--- config.mk ---
export PLATFORM = sky130hd
export DESIGN_NAME = ifu_inst_buf
export DESIGN_NICKNAME = d
export VERILOG_FILES = /design/src/rtl/ifu_inst_buf_pkg.sv /design/src/rtl/gnrl_dfflr.sv /design/src/rtl/ifu_inst_buf_ram.sv /design/src/rtl/ifu_inst_buf.sv
export VERILOG_INCLUDE_DIRS = /design/src /design/src/rtl
export SDC_FILE = /design/constraint.sdc
export NUM_CORES = 1
export LEC_CHECK = 0
export ABC_CLOCK_PERIOD_IN_PS = 4400
export BUFFER_PORTS_ARGS = -buffer_cell sky130_fd_sc_hd__buf_2
export CAP_MARGIN = 30
export CORE_ASPECT_RATIO = 1.2
export CORE_MARGIN = 5
export CORE_UTILIZATION = 55
export CTS_CLUSTER_SIZE = 14
export DETAILED_ROUTE_END_ITERATION = 10
export PLACE_DENSITY = 0.77
export SETUP_SLACK_MARGIN = 0.2
export SYNTH_ARGS = -nofsm -noshare
export SYNTH_HDL_FRONTEND = slang
export SYNTH_SLANG_ARGS = --single-unit
export TNS_END_PERCENT = 50
--- constraint.sdc ---
create_clock -name clk -period 4.4 [get_ports clk]
set_clock_uncertainty 0.2 [all_clocks]
set_input_delay 0.66 -clock clk [delete_from_list [all_inputs] [get_ports clk]]
set_output_delay 0.66 -clock clk [all_outputs]
set_load 0.01 [all_outputs]
--- src/rtl/defines.svh ---
// Shared core-wide widths, control-bus bit positions and reset/idle words.
`ifndef IFU_DEFINES_SVH
`define IFU_DEFINES_SVH

`define CU_BUS_WIDTH     2
`define CU_STALL         0
`define CU_FLUSH         1

`define INST_DATA_WIDTH  32
`define INST_ADDR_WIDTH  32
`define ZeroWord         32'h0000_0000

`ifndef INST_NOP
`define INST_NOP         32'h0000_0013
`endif

// Buffer entry packs {pred, addr, inst}.
`define IBUF_ENTRY_WIDTH (1 + `INST_ADDR_WIDTH + `INST_DATA_WIDTH)

`endif

--- src/rtl/ifu_inst_buf_pkg.sv ---
// Entry layout and idle-output value for the fetch->decode instruction buffer.
`include "defines.svh"

package ifu_inst_buf_pkg;

    typedef struct packed {
        logic                        pred;
        logic [`INST_ADDR_WIDTH-1:0] addr;
        logic [`INST_DATA_WIDTH-1:0] inst;
    } ibuf_entry_t;

    // What decode sees while the buffer is empty.
    localparam ibuf_entry_t IDLE_ENTRY = '{pred: 1'b0, addr: `ZeroWord, inst: `INST_NOP};

endpackage

--- src/rtl/gnrl_dfflr.sv ---
// Generic D flip-flop with load enable and asynchronous active-low reset to zero.
module gnrl_dfflr #(
    parameter int DW = 32
) (
    input  logic          clk,
    input  logic          rst_n,
    input  logic          lden,
    input  logic [DW-1:0] dnxt,
    output logic [DW-1:0] qout
);

    always_ff @(posedge clk or negedge rst_n) begin
        if (!rst_n) begin
            qout <= '0;
        end else if (lden) begin
            qout <= dnxt;
        end
    end

endmodule

--- src/rtl/ifu_inst_buf_ram.sv ---
// DEPTH x entry register array: one synchronous write port, one asynchronous read port.
`include "defines.svh"

module ifu_inst_buf_ram #(
    parameter int DEPTH = 4,
    localparam int AW   = $clog2(DEPTH)
) (
    input  logic                         clk,
    input  logic                         we,
    input  logic [AW-1:0]                waddr,
    input  logic [`IBUF_ENTRY_WIDTH-1:0] wdata,
    input  logic [AW-1:0]                raddr,
    output logic [`IBUF_ENTRY_WIDTH-1:0] rdata
);

    // Storage is never reset; the occupancy count gates what is visible.
    logic [`IBUF_ENTRY_WIDTH-1:0] mem [DEPTH];

    always_ff @(posedge clk) begin
        if (we) begin
            mem[waddr] <= wdata;
        end
    end

    assign rdata = mem[raddr];

endmodule

--- src/rtl/ifu_inst_buf.sv ---
// Fetch->decode instruction buffer: FWFT FIFO of {pred, addr, inst} with stall hold and flush clear.
`include "defines.svh"

module ifu_inst_buf
    import ifu_inst_buf_pkg::*;
#(
    parameter int  DEPTH = 4,
    localparam int CNT_W = $clog2(DEPTH) + 1
) (
    input  logic                        clk,
    input  logic                        rst_n,
    input  logic                        inst_valid_i,
    input  logic [`INST_DATA_WIDTH-1:0] inst_i,
    input  logic [`INST_ADDR_WIDTH-1:0] inst_addr_i,
    input  logic                        is_pred_branch_i,
    output logic                        inst_ready_o,
    input  logic [`CU_BUS_WIDTH-1:0]    stall_flag_i,
    output logic                        inst_valid_o,
    output logic [`INST_DATA_WIDTH-1:0] inst_o,
    output logic [`INST_ADDR_WIDTH-1:0] inst_addr_o,
    output logic                        is_pred_branch_o,
    output logic [CNT_W-1:0]            count_o
);

    localparam int PTR_W = $clog2(DEPTH);

    logic             flush, stall, full, empty, push, pop;
    logic [PTR_W-1:0] rd_ptr, wr_ptr, rd_ptr_nxt, wr_ptr_nxt;
    logic [CNT_W-1:0] count, count_nxt;
    logic             rd_ptr_en, wr_ptr_en, count_en;
    ibuf_entry_t      wr_entry, rd_entry, head;

    assign flush = stall_flag_i[`CU_FLUSH];
    assign stall = stall_flag_i[`CU_STALL];
    assign full  = (count == CNT_W'(DEPTH));
    assign empty = (count == '0);

    // Ready depends on registered occupancy only, so a full buffer refuses
    // a push even in a cycle where it also pops.
    assign inst_ready_o = ~full;
    assign push         = inst_valid_i & ~full & ~flush;
    assign pop          = ~empty & ~stall & ~flush;

    assign wr_ptr_en  = push | flush;
    assign wr_ptr_nxt = flush ? '0 : wr_ptr + PTR_W'(1);
    assign rd_ptr_en  = pop | flush;
    assign rd_ptr_nxt = flush ? '0 : rd_ptr + PTR_W'(1);

    always_comb begin
        count_en  = flush | (push ^ pop);
        count_nxt = count;
        if (flush) begin
            count_nxt = '0;
        end else if (push && !pop) begin
            count_nxt = count + CNT_W'(1);
        end else if (pop && !push) begin
            count_nxt = count - CNT_W'(1);
        end
    end

    gnrl_dfflr #(.DW(PTR_W)) u_wr_ptr (
        .clk  (clk),
        .rst_n(rst_n),
        .lden (wr_ptr_en),
        .dnxt (wr_ptr_nxt),
        .qout (wr_ptr)
    );

    gnrl_dfflr #(.DW(PTR_W)) u_rd_ptr (
        .clk  (clk),
        .rst_n(rst_n),
        .lden (rd_ptr_en),
        .dnxt (rd_ptr_nxt),
        .qout (rd_ptr)
    );

    gnrl_dfflr #(.DW(CNT_W)) u_count (
        .clk  (clk),
        .rst_n(rst_n),
        .lden (count_en),
        .dnxt (count_nxt),
        .qout (count)
    );

    assign wr_entry = '{pred: is_pred_branch_i, addr: inst_addr_i, inst: inst_i};

    ifu_inst_buf_ram #(.DEPTH(DEPTH)) u_ram (
        .clk  (clk),
        .we   (push),
        .waddr(wr_ptr),
        .wdata(wr_entry),
        .raddr(rd_ptr),
        .rdata(rd_entry)
    );

    // Empty masks stale storage; since count resets asynchronously the
    // outputs fall to idle values the moment rst_n drops.
    always_comb begin
        head = rd_entry;
        if (empty) begin
            head = IDLE_ENTRY;
        end
    end

    assign inst_valid_o     = ~empty;
    assign inst_o           = head.inst;
    assign inst_addr_o      = head.addr;
    assign is_pred_branch_o = head.pred;
    assign count_o          = count;

endmodule

After elaboration in Yosys (flattened, before gate mapping)
Memory sizes are Yosys's and may differ from the RTL's.
Index checks and enable logic that the tools add are counted.

storage, ports and cells
  word-level logic and storage cells = 36
  input bits = 70
  output and inout bits = 70
  memories = 1
  memory bits (writable) = 260
  flip-flop bits (word level) = 7

memories
  memory     depth  width  rd ports  clocked after memory_dff  wr ports  line                    text
  u_ram.mem  4      65     1         0                         1         ifu_inst_buf_ram.sv:17  logic [`IBUF_ENTRY_WIDTH-1:0] mem [DEPTH];

cells by class
  equality and inequality tests = 1
  add/sub/neg operators = 4
  mux-type cells = 8
  bitwise gates (word level) = 12
  reduce and logical (&&, ||, !) cells = 7

operator list
  cell                                               count
  2-to-1 mux 65 bit                                  1
  2-to-1 mux 3 bit                                   3
  adder 2 x 1 -> 2 bit (second input constant)       2
  AND 1 bit                                          4
  2-to-1 mux 2 bit                                   2
  NOT 1 bit                                          4
  adder 3 x 1 -> 3 bit (second input constant)       1
  == test 3 bit (second input constant)              1
  zero test 3 bit                                    1
  bitwise OR 1 bit                                   3
  nonzero test 3 bit                                 1
  subtractor 3 x 1 -> 3 bit (second input constant)  1
  logical AND 1 bit                                  2
  zero test 1 bit                                    2
  2-to-1 mux 1 bit                                   2
  AND reduction 2 bit                                1
  XOR 1 bit                                          1

Logic depth before layout (Yosys ltp)
Gate-level depths: netlist (run 1).

  word-level depth = 9
  mapped depth = 8
  depth with buffers taken out = 8

Modules after synthesis
From an unflattened synthesis (run 1), not the netlist that was laid out.

unflattened totals
  cell total of the unflattened synthesis = 466
  area, all modules = 10417.5 um^2

modules (own cells, without submodules)
  module                      area an instance (um^2)  times used  seq. area each (um^2)  cells an instance
  ifu_inst_buf_ram            9455.3                   1           7807.5                 343
  ifu_inst_buf                708.2                    1           0.0                    109
  gnrl_dfflr at u_rd_ptr ...  72.6                     2           50.0                   4
  gnrl_dfflr at u_count       108.9                    1           75.1                   6

Worst setup path before layout (run 1)
OpenSTA, ideal clock, no wires.

  kind = input-to-reg
  start = input stall_flag_i[1]
  end = memory u_ram.mem[0][0] in the netlist's numbering, enable pin
  required time = 3.770 ns
  path buffers = 1
  arrival time = 2.879 ns
  slack = 0.891 ns
  setup time = 0.430 ns
  cell stages on the path = 4
  cell sequence = clkbuf_1 > or3_1 > inv_1 > and2_1

on the way
  cells in the longest elaborated chain, start to end = 4

RTL lines
  item                                    line                    text
  start, declared                         ifu_inst_buf.sv:17      input logic [`CU_BUS_WIDTH-1:0] stall_flag_i,
  NOT 1 bit                               ifu_inst_buf.sv:41      assign push = inst_valid_i & ~full & ~flush;
  AND 1 bit                               ifu_inst_buf.sv:41
  2-to-1 mux 1 bit                        ifu_inst_buf_ram.sv:20  if (we) begin
  2-to-1 mux 1 bit (not written as such)  ifu_inst_buf_ram.sv:21  mem[waddr] <= wdata;
  end, declared                           ifu_inst_buf_ram.sv:17

Every way passes these cells.

Worst setup path in the final report (run 1)
  start = register u_rd_ptr.qout[0]
  end = output inst_addr_o[3]

on the way
  cells in the longest elaborated chain, start to end = 2

RTL lines
  item                    line                 text
  start, declared         gnrl_dfflr.sv:9      output logic [DW-1:0] qout
  start signal, assigned  gnrl_dfflr.sv:16     qout <= dnxt;
  memory (4 x 65 bit)     -
  2-to-1 mux 65 bit       ifu_inst_buf.sv:100  if (empty) begin
  end, declared           ifu_inst_buf.sv:20   output logic [`INST_ADDR_WIDTH-1:0] inst_addr_o,

Every way passes these cells.

==> results of run 1 <==
## cell families after synthesis
| group | share of synthesized area |
|---|---|
| flip-flops | 0.773 |
| AND/OR/NAND/NOR | 0.0503 |
| multiplexers | 0.143 |
| buffers and inverters | 0.0175 |
| AO/OA/AOI/OAI | 0.00618 |
| adder cells (fa/ha/maj) | 0.00921 |
| XOR/XNOR | 0.000848 |
## placed cells by master (no fill, tap or decap), types with 5 or more instances in the layout
master     Yosys  routed
clkbuf_1       7       6
ha_1           6       6
and2_1        66      62
edfxtp_1     260     260
dfrtp_1        7       5
inv_1          9       8
clkbuf_16      0      25
mux4_2        65      65
buf_2          5     139
## report_power, final
group / internal [µW] / switching, µW
Clock: 1030 / 799
Sequential: 2860 / 29.4
Combinational: 159 / 173
Total: 4040 / 1000
## sequential cells by signal, indices dropped and copies added (netlist names)
name	cells
u_count.qout	3
u_wr_ptr.qout	2
u_ram.mem	260
u_rd_ptr.qout	2
## worst reg2reg max path, cell delays in order (launching register included)
cell	delay, ns
dfrtp_1	0.45
nor3b_1	0.42
or3_1	0.19
inv_1	0.10
ha_1	0.25
fa_1	0.42
a31oi_1	0.19
mux2_2	0.36
## metal layers
layer  GRT usage  up-vias
li1            -     2183
met1       0.228     2514
met2       0.296      157
met3      0.0410       33
met4      0.0532        6
met5           0        -
## final timing paths
path	startpoint	end	slack, ns	cells after the start
max	u_rd_ptr.qout[0]$_DFFE_PN0P_	inst_addr_o[3]	0.91	4
min	inst_i[21]	u_ram.mem[3][21]$_DFFE_PP_	0.17	1
max reg2reg	u_count.qout[1]$_DFFE_PN0P_	u_count.qout[2]$_DFFE_PN0P_	1.72	7
min reg2reg	u_wr_ptr.qout[0]$_DFFE_PN0P_	u_wr_ptr.qout[0]$_DFFE_PN0P_	0.40	2
max in group asynchronous	rst_n	u_rd_ptr.qout[0]$_DFFE_PN0P_	3.47	2
min in group asynchronous	rst_n	u_rd_ptr.qout[1]$_DFFE_PN0P_	0.34	2
## timing repair
item / CTS / global route
gates resized for setup: 0 / 0
hold endpoints to repair: 7 / 0
hold buffers: 1 / 0
## layout make-up
cell class / instances / area share
multi-input combinational: 169 / 0.180
sequential: 267 / 0.663
antenna: 2 / 0.000415
tap: 256 / 0.0266
inverter: 9 / 0.00280
timing repair buffer: 148 / 0.0702
clock inverter: 6 / 0.00260
clock buffer: 31 / 0.0538
## per-stage QoR
stage | total power (µW) | hold slack (ns) | instance area, µm² | worst slack, ns
final | 5040 | 0.170 | 12000 | 0.914
after global routing | 5240 | 0.155 | 12000 | 0.700
after CTS | 5100 | 0.149 | 12000 | 0.820
after detailed placement | 3280 | 0.310 | 11400 | 1.37
after global placement | 3250 | 0.304 | 11200 | 1.38
after floorplan | 3130 | 0.164 | 10300 | 0.891
==> results.json, run 1 <==
{
  "status": "finished clean",
  "max_clock_freq_mhz": 287,
  "die_y_um": 160,
  "wl_um": 18600,
  "cts_num_sinks": 267,
  "crit_type": "reg2out",
  "finalNonFillerCells": 888,
  "wl_met2_um": 9740,
  "area_growth_pct": 16.7,
  "synth_cells": 467,
  "crit_arrival_ns": 2.63,
  "synth_top_area_share": 0.756,
  "slew_violations": 0,
  "async_flop_share": 0.0262,
  "finalSetupViolations": 0,
  "num_rows": 55,
  "grt_pass1_wl_um": 29400,
  "overflow": 0,
  "leakage_uw": 0.00416,
  "synth_edf_count": 260,
  "vias_per_cell": 5.51,
  "num-fill-cells": 1221,
  "placed_cells": 848,
  "clkSlewWorstSetupHoldPaths_ns": 0.06,
  "drt-initial-drc-count": 368,
  "register_area_um2": 7990,
  "vias": 4893,
  "cts_buffer_depth": 3,
  "antenna_found_initial": 5,
  "crit_path_top_delay_cell": "dfrtp_4",
  "yosysWarnings": 0,
  "worst_pin_slew_ns": 0.981,
  "yosys_register_bits": 267,
  "period_needed_ns": 3.49,
  "gp_congestion": 0.735,
  "rsz0062_at_grt": "false",
  "fin_tns_setup_ns": 0,
  "wl_per_cell_um": 20.9,
  "die-area_um2": 21600,
  "root_buffer": "clkbuf_16",
  "syn_area_per_cell_um2": 22.1,
  "ys_top_cells_by_area": "edfxtp_1 (76%), mux4_2 (14%), and2_1 (4.0%), dfrtp_1 (1.7%), ha_1 (0.73%)",
  "layout-drive-gt1-share": 0.398,
  "crit_path_max_incr_delay_ns": 0.89,
  "synth_most_common_cell": "edfxtp_1",
  "grt_start_max_net_pins": 68,
  "initial_core_util": 0.554,
  "crit_path_end_kind": "output port",
  "syn-num-nets": 544,
  "multi_input_area_um2": 2170,
  "cp_num_buf_inv": 2,
  "top_layer_used": "met5",
  "grt_pass1_vias": 5355,
  "grt_usage": 0.175,
  "cp-start-kind": "register",
  "first_pass_iters": 4,
  "boundaryPins": 140,
  "synthFlopType": "edfxtp_1",
  "post-route-period-util": 0.792,
  "p_per_area_nw_per_um2": 419,
  "post-dp-hpwl_um": 11500,
  "crit_family": "flip-flops",
  "yosysSeqAreaShare": 0.773,
  "core_area_um2": 18600,
  "cts_buffers": 24,
  "drc": 0,
  "hold_violations": 0,
  "crit_chain": "buf_4 -> mux4_2 -> and2_1 -> buf_2",
  "critPathRequiredTime_ns": 3.54,
  "syn_area_um2": 10300,
  "die_width_um": 135,
  "drtAntennaViolNets": 0,
  "hold_path_class": "in2reg",
  "synth_common_cells": "edfxtp_1 (260), and2_1 (66), mux4_2 (65), inv_1 (9)",
  "max_cap_violations": 0,
  "portBuffers": 139,
  "critical_path_peak_fanout": 38,
  "utilization": 0.646,
  "peakVddDrop_mv": 0.256,
  "cts_tree": "yes",
  "postCtsSetupBuffers": 0,
  "ys_types": 29,
  "yosys.area.top_type": "edfxtp_1",
  "met3_length_um": 1240,
  "max_slew_margin": 0.346,
  "nNetsFinal": 696,
  "htreeDepth": 1,
  "drt-met1-wl_um": 7190,
  "clkLatencyLatePin_ns": 0.50
}
Power figures use the tool's default switching activity.
==> run 2, diff against run 1 <==
Settings changed: ABC_CLOCK_PERIOD_IN_PS 4400 to 2950, CORE_UTILIZATION 55 to 52, PLACE_DENSITY 0.77 to 0.76.
Clock period 4.4 ns to 2.95 ns, I/O delays scaled along.
==> run 2 against run 1 <==
  * Cell count grew 11%
  * Non-clock buffer count is 89 higher
  * Via count up 9.6%
  * Largest power group unchanged
==> results.json, run 2 (synthesis results as in run 1) <==
{
  "post-route-period-util": 0.951,
  "finalSetupViolations": 0,
  "design_area_um2": 13300,
  "core_area_um2": 19500,
  "p_int_uw": 6450,
  "drt-initial-drc-count": 380,
  "overflow": 0,
  "period_needed_ns": 2.81,
  "gp_congestion": 0.797,
  "p_sw_uw": 1630,
  "peakVddDrop_mv": 0.532,
  "max_clock_freq_mhz": 356,
  "boundaryPins": 140,
  "critical_path_peak_fanout": 13,
  "cts_buffer_depth": 3,
  "vias": 5362,
  "nNetsFinal": 787,
  "hold_path_class": "in2reg",
  "crit_arrival_ns": 2.16,
  "num_rows": 56,
  "slew_violations": 0,
  "max_cap_violations": 0,
  "pwr-share-clk": 0.387,
  "crit_path_top_delay_cell": "mux4_2",
  "top_register": "u_ram.mem",
  "final_common_cell": "edfxtp_1",
  "leakage_uw": 0.00468,
  "die_y_um": 164,
  "power_uw": 8080,
  "place_ws_ns": 0.289,
  "crit_type": "reg2out",
  "die-area_um2": 22800,
  "cts_buffers": 26,
  "rsz0062_at_grt": "true",
  "die_width_um": 139,
  "clkSlewWorstSetupHoldPaths_ns": 0.06,
  "clkLatencyLatePin_ns": 0.52,
  "grt_pass1_wl_um": 33200,
  "largest_reg_flops": 260,
  "first_pass_iters": 4,
  "htreeDepth": 1,
  "crit_path_max_incr_delay_ns": 0.52,
  "drc": 0,
  "crit_chain": "buf_12 -> buf_16 -> mux4_2 -> and2_1 -> buf_2",
  "utilization": 0.679,
  "grt_pass1_vias": 5978,
  "p_per_area_nw_per_um2": 609,
  "cts_tree": "yes",
  "post-dp-hpwl_um": 11400,
  "place_area_um2": 11400,
  "cp-start-kind": "register",
  "max_slew_margin": 0.700,
  "layout_setup_ws_ns": 0.143,
  "worst_pin_slew_ns": 0.450,
  "critPathRequiredTime_ns": 2.31,
  "vias_per_cell": 5.42,
  "portBuffers": 139,
  "top_regs": "u_ram.mem (260), u_count.qout (3)",
  "hold_violations": 0,
  "root_buffer": "clkbuf_16",
  "layout_common_cells": "edfxtp_1 (260), buf_2 (139), dlygate4sd3_1 (67)",
  "crit_path_end_kind": "output port",
  "status": "finished clean",
  "p_seq_frac": 0.530,
  "p_sw_frac": 0.202,
  "grt_start_max_net_pins": 64,
  "area_growth_pct": 28.5,
  "initial_core_util": 0.528,
  "drtAntennaViolNets": 0,
  "grt_usage": 0.189,
  "antenna_found_initial": 0,
  "cts_num_sinks": 267,
  "antennaDiodeCount": 0,
  "wl_um": 21400,
  "p_comb_frac": 0.083,
  "layout-drive-gt1-share": 0.383,
  "wl_per_cell_um": 21.7
}
-- run 2: cell count changes in the layout (fill, tap and decap cells not counted), sizes merged --
cell | previous run | this run
clkinv | 5 | 9
clkinvlp | 0 | 1
bufinv | 0 | 2
buf | 147 | 168
diode | 2 | 0
inv | 10 | 9
clkbuf | 31 | 36
dlygate4sd3 | 1 | 67
-- run 2: power groups by stage --
stage | Sequential [µW] | Combinational [µW] | Clock, µW
final | 4290 | 673 | 3130
after global routing | 4290 | 730 | 3380
after CTS | 4290 | 662 | 3170
after detailed placement | 4370 | 528 | 0
after global placement | 4360 | 515 | 0
after floorplan | 4360 | 307 | 0
-- run 2: final cells by class --
cell class / count / area (µm²)
Timing Repair Buffer: 237 / 1920
Tap cell: 261 / 327
Fill cell: 1248 / 6280
Sequential cell: 267 / 7990
Multi-Input combinational cell: 169 / 2180
Clock inverter: 12 / 109
Inverter: 9 / 33.8
Clock buffer: 34 / 702
-- run 2: metal layers --
metal | global-route usage | wire [µm] | vias up
met4 | 0.0440 | 378 | 0
li1 | - | - | 2384
met5 | 0 | 0 | -
met3 | 0.0408 | 1410 | 32
met2 | 0.332 | 11200 | 202
met1 | 0.244 | 8490 | 2744
-- run 2: critical path, delay by kind of cell (launching register included) --
family        cells  cell delay [ns]
buf+inv           3             0.46
mux               1             0.52
flops             1             0.47
simple gates      1             0.18
-- run 2: per-stage QoR --
| stage | hold WS, ns | cells | TNS [ns] |
|---|---|---|---|
| global route | 0.0117 | 989 | 0 |
| detailed placement | 0.0911 | 856 | 0 |
| floorplan | -0.0531 | 467 | -44.32 |
| global placement | 0.0839 | 856 | 0 |
| CTS | 0.00258 | 980 | 0 |
| finish | 0.0178 | 989 | 0 |
-- run 2: worst paths after layout --
kind / from / to / slack, ns / cells past startpoint
worst max-delay path: u_rd_ptr.qout[0]$_DFFE_PN0P_ / inst_addr_o[12] / 0.14 / 5
worst min-delay path: inst_valid_i / u_wr_ptr.qout[1]$_DFFE_PN0P_ / 0.02 / 3
worst max register to register: u_count.qout[0]$_DFFE_PN0P_ / u_count.qout[2]$_DFFE_PN0P_ / 0.34 / 8
worst min register to register: u_wr_ptr.qout[1]$_DFFE_PN0P_ / u_wr_ptr.qout[1]$_DFFE_PN0P_ / 0.42 / 2
max in group asynchronous: rst_n / u_rd_ptr.qout[0]$_DFFE_PN0P_ / 2.26 / 2
min in group asynchronous: rst_n / u_rd_ptr.qout[1]$_DFFE_PN0P_ / 0.11 / 2
-- run 2: what timing repair did --
action | 4_1_cts | 5_1_grt
hold buffers | 67 | 0
buffers inserted | 6 | 7
gates cloned | 5 | 2
pin swaps | 0 | 1
setup endpoints to repair | 65 | 65
hold endpoints to repair | 269 | 0
resized for setup | 8 | 3
==> run 3, diff against run 2 <==
Settings changed: ABC_CLOCK_PERIOD_IN_PS 2950 to 2280.
Clock period 2.95 ns to 2.28 ns, I/O delays scaled along.
==> run 3 against run 2 <==
  * Final area is 7.5% higher
  * Utilization up 5.1 points
  * Sequential share of layout area decreased by 4.2 points
  * Routed wire length grew 12%
  * Combinational power grew 62%
  * The flow now finishes with violations (setup timing)
  * Critical path depth unchanged
  * Largest cell class unchanged
  * Sequential cell count is the same
  * Die area is the same
  * Largest power group unchanged
  * Worst hold slack improved by 0.0038 ns
==> results.json, run 3 (synthesis results as in run 1) <==
{
  "boundaryPins": 140,
  "reg2reg_slack_ns": -0.15,
  "top_regs": "u_ram.mem (260), u_count.qout (3)",
  "portBuffers": 139,
  "vias": 5638,
  "p_per_area_nw_per_um2": 764,
  "root_buffer": "clkbuf_16",
  "largest_reg_flops": 260,
  "cts_buffers": 26,
  "wl_um": 24100,
  "r2r_start": "u_count.qout[1]$_DFFE_PN0P_",
  "layout-drive-gt1-share": 0.447,
  "post-dp-hpwl_um": 12300,
  "first_pass_iters": 5,
  "die_y_um": 164,
  "worst_pin_slew_ns": 0.399,
  "max_cap_violations": 0,
  "min_from": "stall_flag_i[0]",
  "max_clock_freq_mhz": 378,
  "grt_start_max_net_pins": 41,
  "initial_core_util": 0.528,
  "vias_per_cell": 5.42,
  "crit_arrival_ns": 2.10,
  "crit_type": "reg2out",
  "peakVddDrop_mv": 0.750,
  "grt_pass1_wl_um": 35100,
  "holdPathEnd": "u_rd_ptr.qout[0]$_DFFE_PN0P_",
  "hold_path_class": "in2reg",
  "cp-start-kind": "register",
  "cts_buffer_depth": 3,
  "cts_tree": "yes",
  "crit_path_end_kind": "output port",
  "gp_congestion": 0.773,
  "slew_violations": 0,
  "overflow": 0,
  "grt_usage": 0.203,
  "final_common_cell": "edfxtp_1",
  "antennaDiodeCount": 0,
  "clkLatencyLatePin_ns": 0.52,
  "die_width_um": 139,
  "post-route-period-util": 1.16,
  "period_needed_ns": 2.64,
  "drtAntennaViolNets": 0,
  "die-area_um2": 22800,
  "grt_pass1_vias": 6051,
  "reg2reg_depth": 9,
  "hold_violations": 0,
  "drt-initial-drc-count": 387,
  "r2r_end": "u_count.qout[2]$_DFFE_PN0P_",
  "wl_per_cell_um": 23.2,
  "critical_path_peak_fanout": 14,
  "finalSetupViolations": 225,
  "area_growth_pct": 38.1,
  "rsz0062_at_grt": "true",
  "top_register": "u_ram.mem",
  "leakage_uw": 0.00512,
  "holdWs_ns": 0.0216,
  "antenna_found_initial": 1,
  "hold_depth": 4,
  "core_area_um2": 19500,
  "violations": "setup timing",
  "drc": 0,
  "htreeDepth": 1,
  "num_rows": 56,
  "max_slew_margin": 0.734,
  "layout_common_cells": "edfxtp_1 (260), buf_2 (137), dlygate4sd3_1 (70)",
  "nNetsFinal": 838,
  "cts_num_sinks": 267,
  "status": "finished, violations left",
  "clkSlewWorstSetupHoldPaths_ns": 0.06,
  "power_uw": 10900,
  "layout_setup_ws_ns": -0.364,
  "critPathRequiredTime_ns": 1.74
}
-- run 3: cell types whose count changed in the layout (fill, tap and decap cells not counted), sizes merged --
cell         change
buf             +44
clkbuf           +3
clkinv           +1
clkinvlp         -1
dlygate4sd3      +3
inv              +1
-- run 3: where the power goes --
group          switching [µW]  internal (µW)  total [µW]
combinational             483            609        1090
clock                    1750           2510        4260
sequential               35.2           5510        5540
total                    2270           8630       10900
-- run 3: routing by layer --
layer  part of all wire  up-vias  track usage  routed length, µm
li1                   -     2491            -                  -
met2               0.53      200        0.363              12700
met1               0.40     2904        0.262               9540
met4              0.022        0       0.0560                532
met5                  0        -            0                  0
met3              0.053       43       0.0315               1280
-- run 3: area by class of cell --
type | count | area [µm²]
fill | 1102 | 5290
clock inverter | 13 | 119
sequential | 267 | 7990
tap | 261 | 327
inverter | 9 | 46.3
timing repair buffer | 288 | 2790
multi-input combinational | 169 | 2240
clock buffer | 33 | 738
-- run 3: critical path, stage by stage, from the launching register on --
cell     delay (ns)
dfrtp_4        0.43
buf_12         0.14
buf_12         0.17
mux4_2         0.51
and2_1         0.18
buf_2          0.15
-- run 3: per-stage QoR --
stage | utilization | instance area, µm² | cells | worst slack [ns] | TNS [ns]
after detailed placement | 0.596 | 11600 | 871 | -0.0751 | -0.0751
after global routing | 0.730 | 14300 | 1040 | -0.449 | -38.36
after global placement | 0.596 | 11600 | 871 | 0.0154 | 0
after floorplan | - | 10400 | 467 | 0.0528 | 0
after CTS | 0.710 | 13900 | 1019 | -0.390 | -22.44
final | 0.730 | 14300 | 1040 | -0.364 | -27.44
-- run 3: what timing repair did --
action	CTS	global route
setup endpoints to repair	251	330
gates cloned	12	10
hold endpoints to repair	273	0
pin swaps	7	10
setup buffers	20	11
resized for setup	44	10
hold buffers	70	0
-- run 3: worst max path at each step --
| stage | from | endpoint | slack [ns] | cells after the start |
|---|---|---|---|---|
| CTS | u_rd_ptr.qout[0]$_DFFE_PN0P_ | inst_o[3] | -0.39 | 5 |
| floorplan | stall_flag_i[1] | u_count.qout[2]$_DFFE_PN0P_ | 0.05 | 7 |
| detailed placement | stall_flag_i[1] | u_count.qout[2]$_DFFE_PN0P_ | -0.08 | 7 |
| global placement | stall_flag_i[1] | u_count.qout[2]$_DFFE_PN0P_ | 0.02 | 7 |
| global route | u_rd_ptr.qout[0]$_DFFE_PN0P_ | inst_o[4] | -0.45 | 5 |
| finish | u_rd_ptr.qout[0]$_DFFE_PN0P_ | inst_addr_o[16] | -0.36 | 5 |
